### src/rtl/fmac_pkg.sv
// -----------------------------------------------------------------------------
// fmac_pkg
// Shared definitions for the FMAC multiply-accumulate datapath:
//   - sequencer state encoding
//   - radix-4 Booth digit encoding {neg, two, one}
//   - default operand width
//   - booth_encode(): maps a 3-bit recode window {b[2i+1], b[2i], b[2i-1]}
//     to its Booth digit
// -----------------------------------------------------------------------------
package fmac_pkg;

    // Default operand width for a and b. Must be even and at least 4.
    localparam int FMAC_DEFAULT_W = 8;

    // Sequencer states. The codes are fixed so they read the same in
    // waveforms across every block that imports this package.
    typedef enum logic [1:0] {
        ST_IDLE = 2'd0,
        ST_RUN  = 2'd1,
        ST_DONE = 2'd2
    } fmac_state_e;

    // Booth digit in sign/magnitude form.
    //   one : magnitude is 1 (select a)
    //   two : magnitude is 2 (select a << 1)
    //   neg : negate the selected magnitude
    // A zero digit has every bit clear.
    typedef struct packed {
        logic neg;
        logic two;
        logic one;
    } booth_dig_t;

    // Window bits are {b[2i+1], b[2i], b[2i-1]}. The digit value is
    // -2*b[2i+1] + b[2i] + b[2i-1].
    function automatic booth_dig_t booth_encode(input logic [2:0] win);
        booth_dig_t dig;
        case (win)
            3'b000:  dig = '{neg: 1'b0, two: 1'b0, one: 1'b0};  //  0
            3'b001:  dig = '{neg: 1'b0, two: 1'b0, one: 1'b1};  // +1
            3'b010:  dig = '{neg: 1'b0, two: 1'b0, one: 1'b1};  // +1
            3'b011:  dig = '{neg: 1'b0, two: 1'b1, one: 1'b0};  // +2
            3'b100:  dig = '{neg: 1'b1, two: 1'b1, one: 1'b0};  // -2
            3'b101:  dig = '{neg: 1'b1, two: 1'b0, one: 1'b1};  // -1
            3'b110:  dig = '{neg: 1'b1, two: 1'b0, one: 1'b1};  // -1
            3'b111:  dig = '{neg: 1'b0, two: 1'b0, one: 1'b0};  //  0 (-0)
            default: dig = '{neg: 1'b0, two: 1'b0, one: 1'b0};
        endcase
        return dig;
    endfunction

endpackage

### src/rtl/booth_pp_select.sv
// -----------------------------------------------------------------------------
// booth_pp_select
// Combinational radix-4 Booth partial-product generator. It recodes one
// 3-bit window of the multiplier and returns digit * a as a W+2-bit
// two's-complement value. The result is one of 0, +a, -a, +2a or -2a.
//
// Ports
//   a_i    [W-1:0]  multiplicand, two's complement
//   win_i  [2:0]    recode window {b[2i+1], b[2i], b[2i-1]}
//   pp_o   [W+1:0]  signed partial product
// -----------------------------------------------------------------------------
module booth_pp_select
    import fmac_pkg::*;
#(
    parameter int W = FMAC_DEFAULT_W
)(
    input  logic [W-1:0] a_i,
    input  logic [2:0]   win_i,
    output logic [W+1:0] pp_o
);

    booth_dig_t   dig_s;
    logic [W+1:0] mag_s;

    // Recode the window and select the magnitude: a or 2a, sign-extended to W+2 bits.
    // W+2 bits cover every case, including -(-2^(W-1) * 2) = +2^W.
    always_comb begin
        dig_s = booth_encode(win_i);
        mag_s = {(W + 2){1'b0}};
        if (dig_s.two) begin
            mag_s = {a_i[W-1], a_i, 1'b0};
        end else if (dig_s.one) begin
            mag_s = {{2{a_i[W-1]}}, a_i};
        end else begin
            mag_s = {(W + 2){1'b0}};
        end
    end

    // Negate by inverting and adding one. Negating zero (-0) gives zero.
    always_comb begin
        pp_o = mag_s;
        if (dig_s.neg) begin
            pp_o = ~mag_s + {{(W + 1){1'b0}}, 1'b1};
        end else begin
            pp_o = mag_s;
        end
    end

endmodule

### src/rtl/booth_mac_sequencer.sv
// -----------------------------------------------------------------------------
// booth_mac_sequencer
// Multi-cycle signed multiply-accumulate: res = (a*b + c) mod 2^(2W).
// After an accept, the block retires one radix-4 Booth partial product per
// cycle (W/2 cycles in RUN). The result is then held in DONE until the
// consumer takes it.
//
// Ports
//   clk        clock, rising edge
//   rst        asynchronous active-high reset
//   in_valid   a/b/c valid            in_ready   operands accepted in IDLE
//   a [W-1:0]  multiplicand           b [W-1:0]  multiplier (Booth-recoded)
//   c [2W-1:0] addend
//   res_valid  result valid (held)    res_ready  consumer takes result
//   res [2W-1:0] result, stable while res_valid and held after it falls
//   busy       high in RUN or DONE
//   pp_first   high while partial product 0 is being accumulated
//
// All outputs come straight from flops. Each output flop is loaded from a
// decode of the next state, so it changes on the same edge as the state.
// -----------------------------------------------------------------------------
module booth_mac_sequencer
    import fmac_pkg::*;
#(
    parameter int W = FMAC_DEFAULT_W
)(
    input  logic           clk,
    input  logic           rst,
    input  logic           in_valid,
    output logic           in_ready,
    input  logic [W-1:0]   a,
    input  logic [W-1:0]   b,
    input  logic [2*W-1:0] c,
    output logic           res_valid,
    input  logic           res_ready,
    output logic [2*W-1:0] res,
    output logic           busy,
    output logic           pp_first
);

    localparam int NPP = W / 2;
    localparam int IW  = (NPP > 1) ? $clog2(NPP) : 1;
    // Two guard bits let the internal sum wrap mod 2^(2W+2). Only the
    // low 2W bits are ever reported.
    localparam int AW  = 2 * W + 2;
    localparam logic [IW-1:0] IDX_LAST = IW'(NPP - 1);

    // State and datapath registers
    fmac_state_e     state_q,     state_d;
    logic [IW-1:0]   idx_q,       idx_d;
    logic [W-1:0]    a_q,         a_d;
    logic [W-1:0]    b_q,         b_d;
    logic [AW-1:0]   acc_q,       acc_d;
    logic [2*W-1:0]  res_q,       res_d;

    // Output registers
    logic            in_ready_q,  in_ready_d;
    logic            res_valid_q, res_valid_d;
    logic            busy_q,      busy_d;
    logic            pp_first_q,  pp_first_d;

    // Datapath signals
    logic [W:0]      b_ext_s;
    logic [2:0]      win_arr_s [NPP];
    logic [2:0]      win_s;
    logic [W+1:0]    pp_s;
    logic [AW-1:0]   pp_ext_s;
    logic [IW:0]     shamt_s;
    logic [AW-1:0]   acc_sum_s;

    // Build every recode window from b with the implicit b[-1]=0 appended. The current index then picks one window.
    always_comb begin
        b_ext_s = {b_q, 1'b0};
        for (int k = 0; k < NPP; k++) begin
            win_arr_s[k] = b_ext_s[2*k +: 3];
        end
        win_s = win_arr_s[idx_q];
    end

    booth_pp_select #(
        .W (W)
    ) u_pp_select (
        .a_i   (a_q),
        .win_i (win_s),
        .pp_o  (pp_s)
    );

    // Sign-extend the partial product to accumulator width and weight it by 4^idx.
    always_comb begin
        pp_ext_s  = {{W{pp_s[W+1]}}, pp_s};
        shamt_s   = {idx_q, 1'b0};
        acc_sum_s = acc_q + (pp_ext_s << shamt_s);
    end

    // FSM next state and datapath register updates.
    always_comb begin
        state_d = state_q;
        idx_d   = idx_q;
        a_d     = a_q;
        b_d     = b_q;
        acc_d   = acc_q;
        res_d   = res_q;
        case (state_q)
            ST_IDLE: begin
                if (in_valid) begin
                    a_d     = a;
                    b_d     = b;
                    acc_d   = {{2{c[2*W-1]}}, c};
                    idx_d   = {IW{1'b0}};
                    state_d = ST_RUN;
                end else begin
                    state_d = ST_IDLE;
                end
            end
            ST_RUN: begin
                acc_d = acc_sum_s;
                if (idx_q == IDX_LAST) begin
                    // Capture the final sum now so that res is already valid
                    // on the first DONE cycle.
                    res_d   = acc_sum_s[2*W-1:0];
                    state_d = ST_DONE;
                end else begin
                    idx_d   = idx_q + IW'(1);
                    state_d = ST_RUN;
                end
            end
            ST_DONE: begin
                if (res_ready) begin
                    state_d = ST_IDLE;
                end else begin
                    state_d = ST_DONE;
                end
            end
            default: begin
                state_d = ST_IDLE;
            end
        endcase
    end

    // Decode output flop next values from the next state.
    always_comb begin
        in_ready_d  = (state_d == ST_IDLE);
        res_valid_d = (state_d == ST_DONE);
        busy_d      = (state_d != ST_IDLE);
        pp_first_d  = (state_d == ST_RUN) && (idx_d == {IW{1'b0}});
    end

    // State, datapath and output registers. The asynchronous reset drops any in-flight operation.
    always_ff @(posedge clk or posedge rst) begin
        if (rst) begin
            state_q     <= ST_IDLE;
            idx_q       <= {IW{1'b0}};
            a_q         <= {W{1'b0}};
            b_q         <= {W{1'b0}};
            acc_q       <= {AW{1'b0}};
            res_q       <= {(2 * W){1'b0}};
            in_ready_q  <= 1'b1;
            res_valid_q <= 1'b0;
            busy_q      <= 1'b0;
            pp_first_q  <= 1'b0;
        end else begin
            state_q     <= state_d;
            idx_q       <= idx_d;
            a_q         <= a_d;
            b_q         <= b_d;
            acc_q       <= acc_d;
            res_q       <= res_d;
            in_ready_q  <= in_ready_d;
            res_valid_q <= res_valid_d;
            busy_q      <= busy_d;
            pp_first_q  <= pp_first_d;
        end
    end

    assign in_ready  = in_ready_q;
    assign res_valid = res_valid_q;
    assign res       = res_q;
    assign busy      = busy_q;
    assign pp_first  = pp_first_q;

endmodule

### config.mk
export PLATFORM = sky130hd
export DESIGN_NAME = booth_mac_sequencer
export DESIGN_NICKNAME = d
export VERILOG_FILES = /design/src/rtl/fmac_pkg.sv /design/src/rtl/booth_pp_select.sv /design/src/rtl/booth_mac_sequencer.sv
export SDC_FILE = /design/constraint.sdc
export NUM_CORES = 1
export LEC_CHECK = 0
export ABC_AREA = 1
export CAP_MARGIN = 15
export CORE_MARGIN = 5
export CORE_UTILIZATION = 55
export CTS_CLUSTER_SIZE = 24
export DETAILED_ROUTE_END_ITERATION = 16
export GPL_TIMING_DRIVEN = 0
export PLACE_DENSITY = 0.8
export SKIP_CTS_REPAIR_TIMING = 1
export SYNTH_ARGS = -nofsm -noshare
export SYNTH_HDL_FRONTEND = slang
export SYNTH_SLANG_ARGS = --single-unit
### constraint.sdc
create_clock -name clk -period 5 [get_ports clk]
set_clock_uncertainty 0.2 [all_clocks]
set_input_delay 0.75 -clock clk [delete_from_list [all_inputs] [get_ports clk]]
set_output_delay 0.75 -clock clk [all_outputs]
set_load 0.02 [all_outputs]
==> results of run 1 <==
-- registers in the layout (all words and copies together) (netlist names) --
name       cells
state_q        2
acc_q         16
in_ready       1
a_q            8
busy           1
idx_q          2
b_q            8
res           16
pp_first       1
res_valid      1
-- Yosys cell counts, types with 3 or more instances --
| cell type | number | area [sq um] |
|---|---|---|
| inv_2 | 5 | 18.8 |
| a21oi_1 | 26 | 130 |
| nand3_1 | 31 | 155 |
| o21ai_1 | 4 | 20.0 |
| nand2_2 | 5 | 31.3 |
| buf_1 | 3 | 11.3 |
| ha_1 | 19 | 238 |
| xnor2_1 | 5 | 43.8 |
| o21ai_0 | 34 | 170 |
| nor2_1 | 33 | 124 |
| nand3_2 | 4 | 40.0 |
| dfrtp_1 | 55 | 1380 |
| xor2_1 | 12 | 105 |
| nand2_1 | 170 | 638 |
| o211ai_1 | 6 | 45.0 |
| clkbuf_1 | 10 | 37.5 |
| inv_1 | 44 | 165 |
| o31ai_1 | 3 | 22.5 |
| nand2_4 | 4 | 45.0 |
-- path summary, 6_finish.rpt --
path                                         start  cells after the start                     to  slack, ns
worst max register to register  idx_q[0]$_DFF_PP0_                     28  acc_q[15]$_DFFE_PP0P_       0.25
max in group asynchronous                      rst                      3   acc_q[8]$_DFFE_PP0P_       3.44
worst min-delay path            res[0]$_DFFE_PP0P_                      2     res[0]$_DFFE_PP0P_       0.28
worst max-delay path            idx_q[0]$_DFF_PP0_                     28  acc_q[15]$_DFFE_PP0P_       0.25
min in group asynchronous                      rst                      2   state_q[1]$_DFF_PP0_       0.59
worst min register to register  res[0]$_DFFE_PP0P_                      2     res[0]$_DFFE_PP0P_       0.28
-- per-layer routing --
layer,GRT usage,part of all wire,vias up
li1,-,-,1754
met1,0.296,0.45,1656
met2,0.369,0.47,120
met3,0.0298,0.055,16
met4,0.0540,0.020,0
met5,0,0,-
-- area by class of cell --
cell class	count	area, sq um	share of cell area
plain buffers	15	68.8	0.0149
clock buffers	5	68.8	0.0149
clock inverters	3	33.8	0.00731
inverters	50	190	0.0411
multi-input cells	379	2150	0.464
flip-flops and latches	56	1400	0.303
well taps	77	96.3	0.0208
repair buffers	62	616	0.133
-- per-stage QoR --
step	worst slack (ns)	hold WS [ns]	std cells	TNS, ns	instance area [sq um]
floorplan	0.693	0.249	501	0	3660
finish	0.253	0.283	647	0	4620
detailed placement	-0.217	0.260	634	-0.465	4330
global route	-0.0768	0.310	647	-0.406	4620
CTS	-0.251	0.288	642	-0.686	4430
global placement	-0.106	0.257	633	-0.136	4310
-- logic make-up after synthesis --
group	count (synthesis)	share of synthesized area
AO/OA/AOI/OAI	85	0.131
buffers and inverters	66	0.0694
AND/OR/NAND/NOR	256	0.303
adder cells (fa/ha/maj)	20	0.0704
flip-flops	56	0.383
multiplexers	1	0.00273
XOR/XNOR	17	0.0407
-- worst reg2reg max path, delay by kind of cell (launching register included) --
kind,cells,cell delay (ns)
buffers and inverters,5,0.63
and+or+nand+nor,13,1.39
adders and majority gates,3,0.64
DFF,1,0.40
AOI/OAI and AO/OA,6,1.23
xor gates and xnor gates,1,0.16
-- cells in the final DEF (no fill, tap or decap), types with 2 or more instances in the layout --
cell	n
a21oi_2	2
buf_1	3
o21ai_1	6
inv_1	41
nor2_1	31
nand2_2	8
a221oi_4	2
o21a_1	2
xor2_2	2
clkbuf_8	5
buf_4	7
nand3_4	3
a21oi_1	24
clkbuf_1	9
nor2_2	4
xnor2_1	5
o31ai_1	2
nand3_2	4
o211ai_1	6
nand2_4	5
xor2_1	10
clkdlybuf4s50_1	55
nand3_1	30
ha_1	17
dfrtp_1	55
inv_2	7
o21ai_0	31
nand2_1	166
o21bai_1	2
==> key figures, run 1 <==
Timing
  – Max_slew headroom: 0.574
  – Final min period: 4.75 ns
  – Slew of the pin with the lowest slew margin: 0.637 ns
  – Peak Freq: 211 MHz
  – Final Max Slew Viols: 0
  – Share of the clock period used by the worst path: 0.949
  – Final Hold Fails: 0
  – Final setup violation count: 0

Logic synthesis
  – Seq cells post-synth: 56
  – Sequential fraction of the synthesis area: 0.383
  – Syn_nets: 557
  – Post-synth EDFFs: 0
  – Asr flop ratio synth: 1.00
  – Mapped Cells: 501
  – Post-Syn Area: 3660 sq um
  – Main synth FF type: dfrtp_1
  – Unique cell type count in the Yosys netlist: 39
  – Ys Warns: 0
  – Syn avg cell area: 7.31 sq um

Placement
  – HPWL after detailed placement: 7.04 mm
  – Final GP Congestion: between 0.9 and 1
  – # port buffers: 55

Run
  – Max cap viols: 0

Finish
  – Area Growth Syn to Fin: 26.2%
  – Post-layout util: 0.720
  – Antenna cells: 0
  – Layout Nets: 625
  – Filler cells: 523
  – Share of layout cells above drive strength 1: 0.112

Floorplanning
  – Starting Density: 0.570
  – Number of placement rows: 29
  – Core area: 6420 sq um
  – IO Count: 56
  – Die Y: 91.6 um
  – Die area: around 8400 sq um
  – Die W: 91.6 um

Critical path
  – Setup Crit Path Kind: register to register
  – Cell mode on critical path: nand2_1
  – Crit path capture type: register
  – Worst EP required: 5.03 ns
  – WP buf/inv: 5
  – Slowest stage delay, CP: 0.40 ns
  – CP delay by family, top: simple AND/OR/NAND/NOR gates
  – Crit path max fanout: 10
  – CP arrival: 4.77 ns
  – Worst Setup Start Kind: register
  – Slowest cell on crit path: dfrtp_1

CTS
  – Worst skew pair latency: ~0.32 ns
  – Clk slew on worst S/H paths: 0.12 ns
  – Longest Clk Path Bufs: 2
  – CTS Root Cell: clkbuf_8
  – CTS tree: done
  – H-tree lvl count: 2
  – Sink Count: between 50 and 60
  – Total CTS buffers: 5

GRT
  – Initial antenna violation count: 0
  – Total GRT Usage: 0.218
  – Largest net degree at the start of global routing: 30
  – Gr ovfl total: 0
  – First-pass GRT wire length: roughly 15 mm
  – Vias in the first global route: 3279

Status
  – Status: completed

Min path
  – Hold Path Class: register to register

Drt
  – WL final: ~9.6 mm
  – DRC errors left: 0
  – Via count: 3546
  – DRT iter0 DRCs: 206
  – Remaining antenna violation count after routing: 0
  – DR pass1 iterations: 5
  – Detail-routed net length per standard cell: 14.8 um
  – Vias/cell: 5.48
Power of run 1 is left out: the tool's default activity adds up to more than one toggle a clock period on the data nets, which glitch-free logic cannot reach.
==> run 2, diff against run 1 <==
--- a/config.mk
+++ b/config.mk
@@ -8,11 +8,11 @@
 export ABC_AREA = 1
 export CAP_MARGIN = 15
 export CORE_MARGIN = 5
-export CORE_UTILIZATION = 55
+export CORE_UTILIZATION = 49
 export CTS_CLUSTER_SIZE = 24
 export DETAILED_ROUTE_END_ITERATION = 16
 export GPL_TIMING_DRIVEN = 0
-export PLACE_DENSITY = 0.8
+export PLACE_DENSITY = 0.75
 export SKIP_CTS_REPAIR_TIMING = 1
 export SYNTH_ARGS = -nofsm -noshare
 export SYNTH_HDL_FRONTEND = slang
==> constraint.sdc (replaced) <==
create_clock -name clk -period 4.2 [get_ports clk]
set_clock_uncertainty 0.2 [all_clocks]
set_input_delay 0.63 -clock clk [delete_from_list [all_inputs] [get_ports clk]]
set_output_delay 0.63 -clock clk [all_outputs]
set_load 0.02 [all_outputs]
==> run 2 against run 1 <==
Effect of this change:
- the flow now finishes with violations (negative setup slack)
- via count grew 2.9%
- register-to-register slack worse by 0.56 ns
- non-clock buffer count up 27
- routed wire length up 4.5%
- global-route usage decreased by 0.76 points
- highest routed layer unchanged
==> key figures, run 2 (synthesis results as in run 1) <==
Drt
  – Detail-routed net length per standard cell: 14.3 um
  – Via count: between 3000 and 4000
  – WL final: 9.99 mm
  – DRC errors left: 0
  – DRT iter0 DRCs: 113
  – Remaining antenna violation count after routing: 0
  – DR pass1 iterations: 4
  – Vias/cell: 5.24

Finish
  – Share of layout cells above drive strength 1: 0.204
  – Commonest cells after routing, fill and taps aside: nand2_1, dfrtp_1, clkdlybuf4s50_1
  – Antenna cells: 0
  – Area Growth Syn to Fin: 37.8%
  – Layout Nets: approximately 650
  – Design area: ~5000 sq um
  – Commonest non-fill, non-tap cell in the layout: nand2_1

Critical path
  – R2r worst-path depth: 29
  – Crit path capture type: register
  – Slowest cell on crit path: dfrtp_1
  – Worst Setup Start Kind: register
  – Reg2reg start: idx_q[0]$_DFF_PP0_
  – Setup Crit Path Kind: register to register
  – Cell mode on critical path: nand2_1
  – Worst flop-to-flop path endpoint: acc_q[14]$_DFFE_PP0P_
  – CP arrival: 4.53 ns
  – Worst EP required: 4.22 ns
  – Worst R2R Setup Slack: -0.31 ns
  – Crit path max fanout: 6
  – Slowest stage delay, CP: 0.41 ns

CTS
  – Clk slew on worst S/H paths: around 0.1 ns
  – Longest Clk Path Bufs: 2
  – H-tree lvl count: 2
  – Sink Count: 56
  – Worst skew pair latency: 0.31 ns
  – CTS tree: done
  – CTS Root Cell: clkbuf_8
  – Total CTS buffers: 5

Floorplanning
  – IO Count: between 50 and 60
  – Starting Density: 0.505
  – Die area: 9300 sq um
  – Die W: 96.5 um
  – Die Y: 96.5 um
  – Core area: ~7300 sq um
  – Number of placement rows: 31

Timing
  – Peak Freq: roughly 220 MHz
  – Share of the clock period used by the worst path: 1.07
  – RSZ-0062 raised after global routing: yes
  – Final Max Slew Viols: 0
  – Final Hold Fails: 0
  – Worst Setup Slack, final: -0.310 ns
  – Final setup violation count: 14
  – Final min period: 4.51 ns
  – Slew of the pin with the lowest slew margin: between 0.8 and 0.9 ns
  – Max_slew headroom: 0.416
  – Hold Slack: 0.275 ns

GRT
  – Gr ovfl total: 0
  – Largest net degree at the start of global routing: 30
  – Initial antenna violation count: 0
  – Vias in the first global route: 3338
  – Total GRT Usage: 0.211
  – First-pass GRT wire length: 15.4 mm

Placement
  – HPWL after detailed placement: 7.29 mm
  – Final GP Congestion: 0.885
  – # port buffers: 55
  – Placed instance area: approximately 4400 sq um

Min path
  – Hold Path Class: register to register
  – WHS Path Cells: 2
  – End of the worst hold path: res[0]$_DFFE_PP0P_
  – Beginning of the worst hold path: res[0]$_DFFE_PP0P_

Status
  – Failing checks: negative setup slack
  – Status: finished, violations left

Run
  – Max cap viols: 0
[run 2: critical path: cells and delay by family, from the launching register on]
family / cells / cell delay [ns]
adders and majority gates: 3 / 0.72
DFF: 1 / 0.41
AOI/OAI and AO/OA: 6 / 1.04
and+or+nand+nor: 14 / 1.26
xor gates and xnor gates: 2 / 0.41
buffers and inverters: 4 / 0.35
[run 2: worst max-delay path by stage]
stage	cells past startpoint	slack [ns]	start	to
6_report	29	-0.31	idx_q[0]$_DFF_PP0_	acc_q[14]$_DFFE_PP0P_
5_1_grt	28	-0.58	idx_q[0]$_DFF_PP0_	acc_q[14]$_DFFE_PP0P_
4_1_cts	27	-0.71	idx_q[0]$_DFF_PP0_	acc_q[14]$_DFFE_PP0P_
3_5_place_dp	24	-0.66	idx_q[0]$_DFF_PP0_	acc_q[14]$_DFFE_PP0P_
3_3_place_gp	27	-0.60	idx_q[0]$_DFF_PP0_	acc_q[14]$_DFFE_PP0P_
2_1_floorplan	28	0.004	idx_q[0]$_DFF_PP0_	acc_q[14]$_DFFE_PP0P_
[run 2: per-layer routing]
metal,GRT usage,up-vias,share of wire
met3,0.0380,22,0.055
li1,-,1804,-
met2,0.364,102,0.50
met1,0.268,1720,0.43
met4,0.0631,0,0.022
met5,0,-,0
[run 2: cell type report]
cell class / instances / area (sq um)
fill: 578 / 2210
clock buffer: 8 / 90.1
timing repair buffer: 88 / 816
tap: 99 / 124
buffer: 16 / 83.8
sequential: 56 / 1400
multi-input combinational: 379 / 2320
inverter: 50 / 205
[run 2: stage by stage]
stage | utilization | cells | TNS [ns] | setup WS, ns
global placement | 0.602 | 655 | -6.16 | -0.600
floorplan | - | 501 | 0 | 0.00415
finish | 0.696 | 696 | -2.67 | -0.310
detailed placement | 0.605 | 656 | -7.29 | -0.662
global route | 0.696 | 696 | -7.81 | -0.578
CTS | 0.618 | 664 | -8.33 | -0.712
Power of run 2 is left out for the same reason.
